### src/rtl/gfx_span_rasterizer.sv
// gfx_span_rasterizer: rect/point rasterizer emitting clipped, textured spans of up to lanes pixels per beat
module gfx_span_rasterizer #(
  parameter int point_width = 16,
  parameter int lanes = 4
) (
  input  logic                   clk_i,
  input  logic                   rst_i,
  input  logic                   cmd_valid_i,
  output logic                   cmd_ready_o,
  input  logic                   cmd_point_i,
  input  logic                   clipping_enable_i,
  input  logic                   texture_enable_i,
  input  logic [point_width-1:0] dest_x0_i,
  input  logic [point_width-1:0] dest_y0_i,
  input  logic [point_width-1:0] dest_x1_i,
  input  logic [point_width-1:0] dest_y1_i,
  input  logic [point_width-1:0] clip_x0_i,
  input  logic [point_width-1:0] clip_y0_i,
  input  logic [point_width-1:0] clip_x1_i,
  input  logic [point_width-1:0] clip_y1_i,
  input  logic [point_width-1:0] src_x0_i,
  input  logic [point_width-1:0] src_y0_i,
  output logic                   pix_valid_o,
  input  logic                   pix_ready_i,
  output logic [point_width-1:0] x_o,
  output logic [point_width-1:0] y_o,
  output logic [point_width-1:0] u_o,
  output logic [point_width-1:0] v_o,
  output logic [lanes-1:0]       lane_mask_o,
  output logic                   last_o,
  output logic                   ack_o
);
  localparam int w = point_width;
  localparam int ww = point_width + 2;
  // two guard bits keep clip bounds and cx+lanes free of overflow
  typedef logic signed [ww-1:0] coord_t;
  typedef enum logic [1:0] {IDLE, SETUP, EMIT, DONE} state_t;
  localparam coord_t one = coord_t'(1);
  localparam coord_t lanes_c = coord_t'(lanes);
  localparam coord_t half = coord_t'(2 ** (w - 1));
  state_t state, state_n;
  logic pt, clip_en, tex_en;
  logic [w-1:0] dx0, dy0, dx1, dy1, kx0, ky0, kx1, ky1, sx0, sy0;
  coord_t xs, xe, ye, cx, cy;
  coord_t ex0, ey0, ex1, ey1, wx0, wy0, wx1, wy1, xs_n, xe_n, ys_n, ye_n;
  logic emit, step_x, step_y;
  always_comb begin
    ex0 = coord_t'(signed'(dx0));
    ey0 = coord_t'(signed'(dy0));
    ex1 = pt ? ex0 + one : coord_t'(signed'(dx1));
    ey1 = pt ? ey0 + one : coord_t'(signed'(dy1));
    wx0 = clip_en ? coord_t'({2'b00, kx0}) : '0;
    wy0 = clip_en ? coord_t'({2'b00, ky0}) : '0;
    wx1 = clip_en ? coord_t'({2'b00, kx1}) : half;
    wy1 = clip_en ? coord_t'({2'b00, ky1}) : half;
    xs_n = ex0 > wx0 ? ex0 : wx0;
    ys_n = ey0 > wy0 ? ey0 : wy0;
    xe_n = ex1 < wx1 ? ex1 : wx1;
    ye_n = ey1 < wy1 ? ey1 : wy1;
    emit = state == EMIT;
    step_x = cx + lanes_c < xe;
    step_y = cy + one < ye;
    state_n = state == IDLE  ? (cmd_valid_i ? SETUP : IDLE)
            : state == SETUP ? ((xs_n >= xe_n || ys_n >= ye_n) ? DONE : EMIT)
            : state == EMIT  ? ((pix_ready_i && !step_x && !step_y) ? DONE : EMIT)
            : IDLE;
    cmd_ready_o = state == IDLE;
    ack_o = state == DONE;
    pix_valid_o = emit;
    last_o = emit && !step_x && !step_y;
    x_o = emit ? cx[w-1:0] : '0;
    y_o = emit ? cy[w-1:0] : '0;
    u_o = (emit && tex_en) ? sx0 + cx[w-1:0] - dx0 : '0;
    v_o = (emit && tex_en) ? sy0 + cy[w-1:0] - dy0 : '0;
    lane_mask_o = '0;
    for (int i = 0; i < lanes; i++) lane_mask_o[i] = emit && (cx + coord_t'(i) < xe);
  end
  always_ff @(posedge clk_i) begin
    if (rst_i) begin
      state <= IDLE;
      cx <= '0;
      cy <= '0;
    end else begin
      state <= state_n;
      if (state == IDLE && cmd_valid_i) begin
        pt <= cmd_point_i;
        clip_en <= clipping_enable_i;
        tex_en <= texture_enable_i;
        dx0 <= dest_x0_i;
        dy0 <= dest_y0_i;
        dx1 <= dest_x1_i;
        dy1 <= dest_y1_i;
        kx0 <= clip_x0_i;
        ky0 <= clip_y0_i;
        kx1 <= clip_x1_i;
        ky1 <= clip_y1_i;
        sx0 <= src_x0_i;
        sy0 <= src_y0_i;
      end
      if (state == SETUP) begin
        xs <= xs_n;
        xe <= xe_n;
        ye <= ye_n;
        cx <= xs_n;
        cy <= ys_n;
      end else if (emit && pix_ready_i && step_x) begin
        cx <= cx + lanes_c;
      end else if (emit && pix_ready_i && step_y) begin
        cx <= xs;
        cy <= cy + one;
      end
    end
  end
endmodule

### config.mk
export PLATFORM = sky130hd
export DESIGN_NAME = gfx_span_rasterizer
export DESIGN_NICKNAME = d
export VERILOG_FILES = /design/src/rtl/gfx_span_rasterizer.sv
export SDC_FILE = /design/constraint.sdc
export NUM_CORES = 1
export LEC_CHECK = 0
export ABC_AREA = 1
export BUFFER_PORTS_ARGS = -buffer_cell sky130_fd_sc_hd__buf_4
export CAP_MARGIN = 0
export CORE_MARGIN = 2
export CORE_UTILIZATION = 57
export DETAILED_ROUTE_END_ITERATION = 10
export PLACE_DENSITY = 0.84
export SYNTH_ARGS = -nofsm -noshare
export SYNTH_HDL_FRONTEND = slang
export SYNTH_SLANG_ARGS = --single-unit
export TNS_END_PERCENT = 30
### constraint.sdc
create_clock -name clk_i -period 15.54 [get_ports clk_i]
set_input_delay 3.108 -clock clk_i [delete_from_list [all_inputs] [get_ports clk_i]]
set_output_delay 3.108 -clock clk_i [all_outputs]
set_load 0.02 [all_outputs]
# Word-level counts from Yosys, hierarchy flattened
# Index checks and enable logic that the tools add are counted.
# classes
add_sub_neg,11
n_reduce_logical,22
eq_ne,4
bitwise,1
n_mux,26
order_cmp,12
# ops
op,n
2-to-1 mux 18 bit,12
2-to-1 mux 16 bit,8
less-than comparator 18 bit,6
"adder 18 x 2 -> 18 bit, second input constant",2
"adder 18 x 3 -> 18 bit, second input constant",2
>= comparator 18 bit,2
less-than comparator 18 x 17 -> 1 bit,2
"adder 16 x 2 -> 17 bit, second input constant",2
> comparator 16 x 17 -> 1 bit,2
adder 16 bit,2
subtractor 16 bit,2
"adder 18 x 4 -> 18 bit, second input constant",1
logical AND 1 bit,13
2-to-1 mux 2 bit,3
AND reduction 2 bit,3
"== test 2 bit, second input constant",2
2-to-1 mux 1 bit,3
nonzero test 3 bit,1
"== test 2 x 1 -> 1 bit, second input constant",1
logical NOT 1 bit,2
logical NOT 2 bit,1
"!= test 2 bit, second input constant",1
nonzero test 2 bit,1
logical OR 1 bit,1
NOT 1 bit,1
# totals
out_inout_bits,72
word_cells,95
input_bits,167
regBits,255

# Depth between registers and ports, before layout
# Gate-level depths: netlist of the first run.
# depth
ltp_word,9
depth_mapped,37
ltp_nobuf,36

# Worst setup path after synthesis of the first run
# OpenSTA, ideal clock, no wires.
# synth_timing
path_kind,input to register
startpoint,input port rst_i
endpoint,"register clip_en, enable pin"
setup_slack_ns,8.097
arrival_ns,6.928
path_stages,5
required_ns,15.025
path_buffers,2
setup_ns,0.515
cell_sequence,clkbuf_1 inv_1 clkbuf_1 nand3_1 inv_1
# synth_between
elab_chain_len,2
# synth_rtl
element,line,source
"start, declared",7,"input logic rst_i,"
NOT 1 bit (no line),--,
AND reduction 2 bit (no line),--,
"end signal, assigned",87,clip_en <= clipping_enable_i;
"end, declared",42,"logic pt, clip_en, tex_en;"
# No other way between the ends.
# A chain may end at the register's enable or synchronous reset.

# Worst setup path after layout of the first run
# layout_timing
startpoint,register cx[1]
endpoint,output port lane_mask_o[3]
# layout_between
elab_chain_len,3
# layout_rtl
element,line,source
"start, declared",44,"coord_t xs, xe, ye, cx, cy;"
"start signal, assigned",104,cx <= xs_n;
"start signal, assigned",107,cx <= cx + lanes_c;
"start signal, assigned",109,cx <= xs;
adder 18 x 3 -> 18 bit,76,for (int i = 0; i < lanes; i++) lane_mask_o[i] = emit && (cx + coord_t'(i) < xe);
less-than comparator 18 bit,76,
logical AND 1 bit,76,
"end, declared",29,"output logic [lanes-1:0] lane_mask_o,"
# No other way between the ends.

==> results of run 1 <==
-- state kept, by name, summed over array words and instances (netlist names), 17 cells and up --
register  flops
cx           18
xs           17
cy           18
xe           17
ye           17
-- synth_stat cells (3+ instances only) --
cell | number | share of area, %
a21boi_0 | 3 | 0.11
o211ai_1 | 8 | 0.30
buf_1 | 5 | 0.093
a21oi_2 | 6 | 0.26
dfxtp_1 | 38 | 3.8
ha_1 | 240 | 15
nand3_4 | 3 | 0.26
a21oi_1 | 130 | 3.2
nor3_1 | 26 | 0.65
nand4_1 | 41 | 1.3
edfxtp_1 | 214 | 32
nor2_1 | 206 | 3.8
nor3_2 | 4 | 0.20
a21o_1 | 13 | 0.49
buf_6 | 6 | 0.34
inv_2 | 6 | 0.11
clkbuf_1 | 40 | 0.75
nor3b_1 | 3 | 0.11
xnor2_1 | 11 | 0.48
a31oi_1 | 5 | 0.16
nand2_2 | 4 | 0.12
a211oi_1 | 4 | 0.15
o21a_1 | 17 | 0.63
nor2_2 | 7 | 0.22
xor2_1 | 67 | 2.9
nand3b_1 | 5 | 0.19
and2_1 | 14 | 0.44
buf_2 | 17 | 0.42
o21ai_0 | 128 | 3.2
nand2_1 | 629 | 12
o21ai_1 | 15 | 0.37
fa_1 | 30 | 3.0
inv_1 | 445 | 8.3
nand3_1 | 169 | 4.2
-- routing by layer --
metal	track usage, %	up-vias	wire length, um
met5	0	-	0
met4	8.99	0	1470
met3	4.95	97	5710
met2	50.4	869	26200
met1	49.2	8414	27700
li1	-	8819	-
-- per-stage QoR --
stage                     power (uW)  worst slack (ps)  cells  utilization, %
after global placement          1320              8760   3214            64.2
after global routing            2080              7720   3265            66.7
final                           1980              8050   3265            66.7
after floorplan                 1170              8100   2582               -
after detailed placement        1340              8700   3214            64.2
after CTS                       1970              8090   3265            66.7
-- final timing paths --
path	start	end	slack, ps	depth (start not counted)
min	cy[5]	cy[5]	540	2
max	cx[1]	lane_mask_o[3]	8050	19
min reg2reg	cy[5]	cy[5]	540	2
max reg2reg	dy0[1]	state[0]	9380	32
-- final cells by class --
| type | count | area [um2] |
|---|---|---|
| sequential | 252 | 7190 |
| clock buffer | 38 | 769 |
| tap | 455 | 569 |
| timing repair buffer | 247 | 1850 |
| clock inverter | 13 | 118 |
| multi-input combinational | 1806 | 10900 |
| fill | 2857 | 11500 |
| inverter | 454 | 1710 |
-- kinds of logic (layout without fill, tap and decap cells) --
family	after synthesis	after routing	synth area share [%]
AO/OA/AOI/OAI	336	336	9.17
AND/OR/NAND/NOR	1119	1119	23.6
XOR/XNOR	78	78	3.40
buffers and inverters	524	752	10.1
flip-flops	252	252	35.7
adder cells (fa/ha/maj)	270	270	17.9
other	1	3	0.0187
-- report_power, final --
group | internal, uW | leakage, uW | switching (uW)
sequential | 778 | 0.00230 | 39.0
clock | 365 | 0.000434 | 272
combinational | 189 | 0.00908 | 334
-- critical path, delay by kind of cell (launching register included) --
| kind | cells | cell delay (ps) |
|---|---|---|
| AND/OR/NAND/NOR | 9 | 980 |
| buffers and inverters | 4 | 820 |
| adder cells (fa/ha/maj) | 2 | 740 |
| flip-flops | 1 | 560 |
| AO/OA/AOI/OAI | 3 | 540 |
| XOR/XNOR | 1 | 170 |
==> results.yml, run 1 <==
sta:
  tns_ps: 0
  fmax_ghz: 0.134
  setup_viol: 0
  skew_ps: 15.8
  hold_viol: 0
  fin_crit_ps: 7490
  drv_slew: 0
  fin_crit_sh_pct: 48.2
  tightest_slew_ps: 1080
  rsz0062_at_grt: "no"
  timing.slew.headroom_pct: 28.1
  hold_slack_ps: 536
layout:
  layout.nets: 3226
  area_growth_pct: 14.9
  final_common_cell: "nand2_1"
  drive_gt1_share_pct: 11.5
  diodes: 0
  layout_common_cells: "629 x nand2_1, 444 x inv_1, 247 x buf_4"
  stdcell_area_mm2: 0.0231
placement:
  dp_hpwl_um: 49400
  port_buffers: 238
  place.gp.congestion: 0.978
  placed_area_mm2: 0.0222
global_routing:
  antenna_found_initial: 0
  overflow: 0
  grt_pass1_wl_um: 93600
  first_global_vias: 17326
  grt_max_degree: 88
  grtUsageTotal_pct: 33.2
logic_synthesis:
  synthCells: 2580
  synthArstFlopShare_pct: 0
  synthDistinctLibCells: 49
  postSynthAreaPerCell_um2: 7.79
  synth_warnings: 0
  netlist_area_mm2: 0.0201
  ys_seq_area_share_pct: 35.7
  ys_ff_latch: 252
  synth_edf_count: 214
  synth_flop_cell: "edfxtp_1"
power:
  p_per_area_mw_per_mm2: 85.5
  ir_worst_vdd_uv: 103
  p_leak_uw: 0.0118
floorplanning:
  die_x_um: 192
  io_pins: 239
  dieArea_mm2: 0.0368
  coreArea_mm2: 0.0346
  dieHeight_um: 192
  initial_core_util_pct: 58.1
  row_count: 68
hold_path:
  hold_class: "reg -> reg"
detailed_routing:
  detail-route-antenna-nets: 0
  routed_wl_um: 61000
  wl_per_cell_um: 18.7
  initialDrtViolationCount: 1573
  vias_per_cell: 5.57
  first_pass_iters: 6
  vias: 18199
  drcViolationCount: 0
worst_setup_path:
  crit_top_cell: "nand2_1"
  critPathKind: "reg -> out"
  crit_arrival_ps: 4380
  path_cells: "clkinv_1 -> ha_1 -> nand2_1 -> nand2_1 -> nand2_1 -> nor2_1 -> inv_1 -> nor3_1 -> xor2_1 -> ha_1 -> nand2_1 -> inv_1 -> nand3_1 -> nor3_1 -> nand3_1 -> o211ai_1 -> o21ai_0 -> a21oi_1 -> buf_4"
  crit_path_end_kind: "primary output"
  slowest_stage: "dfxtp_1"
  critPathMaxStageDelay_ps: 560
  startpoint_type: "flip-flop"
  required_ps: 12430
  crit_fanout: 11
flow_run:
  maxCapViolations: 0
run_status:
  status: "completed"
clock_tree:
  numCtsBuffers: 28
  cts_hold_buf: 0
  post_cts_resized: 0
  clock-sinks: 252
  cts_root_buf: "clkbuf_16"
  htree_levels: 1
  cts_tree: "yes"
  insertion_delay_ps: 580
  path_clk_slew_ps: 60
  cts_buffer_depth: 3
  cts_setup_buffers: 0
Power figures use the tool's default switching activity.
==> run 2, diff against run 1 <==
--- a/config.mk
+++ b/config.mk
@@ -9,7 +9,7 @@
 export BUFFER_PORTS_ARGS = -buffer_cell sky130_fd_sc_hd__buf_4
 export CAP_MARGIN = 0
 export CORE_MARGIN = 2
-export CORE_UTILIZATION = 57
+export CORE_UTILIZATION = 54
 export DETAILED_ROUTE_END_ITERATION = 10
 export PLACE_DENSITY = 0.84
 export SYNTH_ARGS = -nofsm -noshare
==> constraint.sdc (replaced) <==
create_clock -name clk_i -period 6 [get_ports clk_i]
set_input_delay 1.2 -clock clk_i [delete_from_list [all_inputs] [get_ports clk_i]]
set_output_delay 1.2 -clock clk_i [all_outputs]
set_load 0.02 [all_outputs]
==> run 2 against run 1 <==
Net effect:
- sequential power increased to 2.6 times the previous value
- power grew to 2.7 times the previous value
- non-clock buffer count increased by 16
- global-route usage is 1.3 points lower
- highest routed layer unchanged
- critical path depth shrank 2
==> results.yml, run 2 (synthesis results as in run 1) <==
flow_run:
  maxCapViolations: 0
power:
  p_per_area_mw_per_mm2: 232
  ir_worst_vdd_uv: 240
  p_leak_uw: 0.0120
  power_uw: 5430
clock_tree:
  path_clk_slew_ps: 60
  clock-sinks: 252
  htree_levels: 1
  insertion_delay_ps: 590
  cts_buffer_depth: 3
  numCtsBuffers: 29
  cts_root_buf: "clkbuf_16"
  cts_hold_buf: 0
  cts_tree: "yes"
detailed_routing:
  wl_per_cell_um: 18.8
  vias_per_cell: 5.52
  vias: 18203
  detail-route-antenna-nets: 0
  initialDrtViolationCount: 1677
  routed_wl_um: 61900
  drcViolationCount: 0
  first_pass_iters: 6
global_routing:
  first_global_vias: 17384
  grt_pass1_wl_um: 95400
  overflow: 0
  grtUsageTotal_pct: 31.9
  antenna_found_initial: 0
  grt_max_degree: 94
worst_setup_path:
  critPathKind: "reg -> out"
  startpoint_type: "flip-flop"
  crit_path_end_kind: "primary output"
  required_ps: 4800
  r2r_cells: 33
  crit_fanout: 10
  crit_arrival_ps: 4460
layout:
  layout.nets: 3243
  fillCellCount: 3171
  drive_gt1_share_pct: 12.4
  layout_common_cells: "629 x nand2_1, 444 x inv_1, 262 x buf_4"
  top_regs: "cx (18), cy (18)"
  instances_no_fill: 3297
  diodes: 0
  final_common_cell: "nand2_1"
  area_growth_pct: 16.4
floorplanning:
  coreArea_mm2: 0.0366
  initial_core_util_pct: 54.9
  dieHeight_um: 197
  row_count: 70
  io_pins: 239
  dieArea_mm2: 0.0388
  die_x_um: 197
sta:
  skew_ps: 11.2
  tightest_slew_ps: 943
  tns_ps: 0
  fin_crit_ps: 5660
  rsz0062_at_grt: "no"
  setup_viol: 0
  drv_slew: 0
  fin_crit_sh_pct: 94.3
  timing.slew.headroom_pct: 37.1
  fmax_ghz: 0.177
  hold_viol: 0
hold_path:
  hold_class: "reg -> reg"
  holdPathStages: 2
placement:
  dp_hpwl_um: 49600
  port_buffers: 238
  placed_cells: 3241
  place.gp.congestion: 0.995
run_status:
  status: "completed"
-- run 2: cell count changes in the layout (fill, tap and decap cells not counted), sizes merged --
cell,change
inv,+3
buf,+16
bufinv,+5
clkbuf,-7
clkinvlp,+5
clkinv,-3
-- run 2: routing by layer --
layer	vias to the layer above	routed length, um	GRT usage (%)
met2	871	26500	48.3
met3	115	6230	6.26
li1	8851	-	-
met5	-	0	0
met1	8366	27500	46.7
met4	0	1620	8.38
-- run 2: through the flow --
stage	worst slack, ps	cell area (um2)	hold WS (ps)	util, %
after detailed placement	647	22400	508	61.1
after CTS	47.0	23400	526	63.9
after global placement	687	22400	499	61.1
after floorplan	465	20100	481	-
after global routing	72.1	23400	592	63.9
final	342	23400	539	63.9
-- run 2: cell type report --
class / instances / area [um2] / share of cell area (%)
inverter: 454 / 1720 / 7.34
sequential: 252 / 7190 / 30.7
clock inverter: 23 / 297 / 1.27
multi-input combinational: 1806 / 10900 / 46.6
clock buffer: 31 / 733 / 3.13
timing repair buffer: 263 / 1990 / 8.49
tap: 468 / 586 / 2.50
-- run 2: path summary, 6_finish.rpt --
| check | end | slack [ps] | startpoint |
|---|---|---|---|
| setup / recovery | u_o[12] | 340 | cx[1] |
| hold / removal | cy[17] | 540 | cy[17] |
| setup reg to reg | state[0] | 720 | dx0[1] |
| hold reg to reg | cy[17] | 540 | cy[17] |
-- run 2: power by group --
group	leakage, uW	total [uW]	switching (uW)	internal [uW]
logic	0.00917	1400	896	503
clock network	0.000494	1930	775	1150
registers	0.00230	2100	88.5	2010
total	0.0120	5430	1760	3670
-- run 2: critical path, stage by stage, from the launching register on --
cell and delay [ps]:
dfxtp_1 670, clkinvlp_4 160, buf_4 220, fa_1 600, inv_1 130, fa_1 470
nand3_1 80, nand3_1 110, inv_1 70, nor2_1 40, nor2_1 210, o21ai_0 180
a21boi_0 370, o21ai_0 170, nand2_1 80, nand2_1 40, nor2_1 110, buf_4 150
-- run 2: what timing repair did --
| action | in CTS | in global routing |
|---|---|---|
| setup endpoints to repair | 0 | 5 |
| gates resized for setup | 0 | 3 |
| hold endpoints to repair | 0 | 0 |
| buffers inserted | 0 | 2 |
==> run 3, diff against run 2 <==
--- a/config.mk
+++ b/config.mk
@@ -8,8 +8,10 @@
 export ABC_AREA = 1
 export BUFFER_PORTS_ARGS = -buffer_cell sky130_fd_sc_hd__buf_4
 export CAP_MARGIN = 0
+export CELL_PAD_IN_SITES_DETAIL_PLACEMENT = 2
+export CELL_PAD_IN_SITES_GLOBAL_PLACEMENT = 2
 export CORE_MARGIN = 2
-export CORE_UTILIZATION = 54
+export CORE_UTILIZATION = 32
 export DETAILED_ROUTE_END_ITERATION = 10
 export PLACE_DENSITY = 0.84
 export SYNTH_ARGS = -nofsm -noshare
==> run 3 against run 2 <==
Net effect:
- wire length increased by 37%
- final cell count increased by 12%
- combinational power is 9% higher
- final area is 3.1% higher
- critical endpoint is now last_o
- highest routed layer unchanged
==> results.yml, run 3 (synthesis results as in run 1) <==
detailed_routing:
  vias: 19012
  drcViolationCount: 0
  wl_per_cell_um: 23.0
  initialDrtViolationCount: 898
  routed_wl_um: 84800
  detail-route-antenna-nets: 0
  first_pass_iters: 5
  vias_per_cell: 5.15
global_routing:
  grt_pass1_wl_um: 128000
  first_global_vias: 21287
  overflow: 0
  grtUsageTotal_pct: 26.1
  grt_max_degree: 110
  antenna_found_initial: 0
floorplanning:
  dieArea_mm2: 0.0649
  io_pins: 239
  initial_core_util_pct: 32.5
  die_x_um: 255
  row_count: 91
  coreArea_mm2: 0.0619
  dieHeight_um: 255
placement:
  placed_cells: 3618
  port_buffers: 238
  place.gp.congestion: 0.966
  dp_hpwl_um: 68500
sta:
  fin_crit_ps: 5670
  drv_slew: 0
  tightest_slew_ps: 1240
  tns_ps: 0
  fin_crit_sh_pct: 94.4
  setup_viol: 0
  timing.slew.headroom_pct: 17.2
  skew_ps: 28.1
  fmax_ghz: 0.176
  hold_viol: 0
  rsz0062_at_grt: "no"
layout:
  final_common_cell: "nand2_1"
  top_regs: "cx (18), cy (18)"
  layout.nets: 3264
  fin_util_pct: 39.0
  fillCellCount: 7211
  area_growth_pct: 20.0
  instances_no_fill: 3690
  drive_gt1_share_pct: 13.0
  diodes: 0
  layout_common_cells: "629 x nand2_1, 444 x inv_1, 278 x buf_4"
clock_tree:
  path_clk_slew_ps: 60
  numCtsBuffers: 35
  clock-sinks: 252
  htree_levels: 2
  cts_tree: "yes"
  cts_root_buf: "clkbuf_16"
  cts_hold_buf: 0
  cts_buffer_depth: 3
  insertion_delay_ps: 570
run_status:
  status: "completed"
hold_path:
  holdPathStages: 2
  hold_class: "reg -> reg"
worst_setup_path:
  crit_fanout: 18
  crit_arrival_ps: 4470
  r2r_cells: 34
  critPathKind: "reg -> out"
  required_ps: 4800
  crit_path_end_kind: "primary output"
  startpoint_type: "flip-flop"
power:
  p_leak_uw: 0.0121
  ir_worst_vdd_uv: 202
  p_per_area_mw_per_mm2: 244
  power_uw: 5880
flow_run:
  maxCapViolations: 0
run 3: cell types whose count changed in the layout (fill, tap and decap cells not counted), moves of 4 or more:
cell       before  now
buf_4         262  278
clkbuf_16      29   35
o21ai_0       128  124
o21ai_1        15   19
run 3: worst paths after layout:
path	startpoint	endpoint	slack (ps)
setup reg to reg	dy0[0]	state[0]	490
setup / recovery	cx[2]	last_o	330
hold reg to reg	cy[16]	cy[16]	560
hold / removal	cy[16]	cy[16]	560
run 3: routing by layer:
layer | up-vias | part of all wire, % | GRT usage [%]
met1 | 9571 | 45 | 34.7
met4 | 0 | 2.5 | 7.22
met2 | 440 | 48 | 44.7
li1 | 8893 | - | -
met5 | - | 0 | 0
met3 | 108 | 4.4 | 3.05
run 3: final cells by class:
type / instances / area [um2] / share of cell area, %
clock buffers: 39 / 901 / 3.73
clock inverters: 24 / 298 / 1.23
inverters: 454 / 1720 / 7.12
multi-input cells: 1806 / 10900 / 45.1
flip-flops and latches: 252 / 7190 / 29.8
well taps: 837 / 1050 / 4.34
repair buffers: 278 / 2090 / 8.65
run 3: what timing repair did:
| action | 4_1_cts | 5_1_grt |
|---|---|---|
| gates resized for setup | 0 | 5 |
| endpoints found under the setup margin | 0 | 3 |
| buffers inserted | 0 | 9 |
run 3: stage by stage:
stage | cell area (um2) | setup WS (ps) | hold slack [ps]
detailed placement | 22900 | 445 | 522
CTS | 24100 | 87.0 | 562
floorplan | 20100 | 465 | 481
global placement | 22900 | 733 | 499
finish | 24100 | 333 | 558
global route | 24100 | 18.7 | 584
run 3: worst max-delay path, cell delays in order (launching register included):
cell and delay, ps:
dfxtp_1 470, buf_4 220, ha_1 340, nand2_1 160, nor2_1 240, nand2_1 130, xor2_1 480, inv_1 100
ha_1 290, nand2_1 120, inv_1 50, nand2_1 60, nand2_1 60, nand2_1 80, nand2_1 90, nor2_4 140
nand3_4 240, nand2_2 180, nand2_1 160, nor2_1 130, buf_4 150
run 3: where the power goes:
part           switching, uW  internal [uW]  total [uW]  leakage [uW]
registers               97.0           2020        2110       0.00230
clock network            897           1350        2250      0.000578
logic                    997            520        1520       0.00924
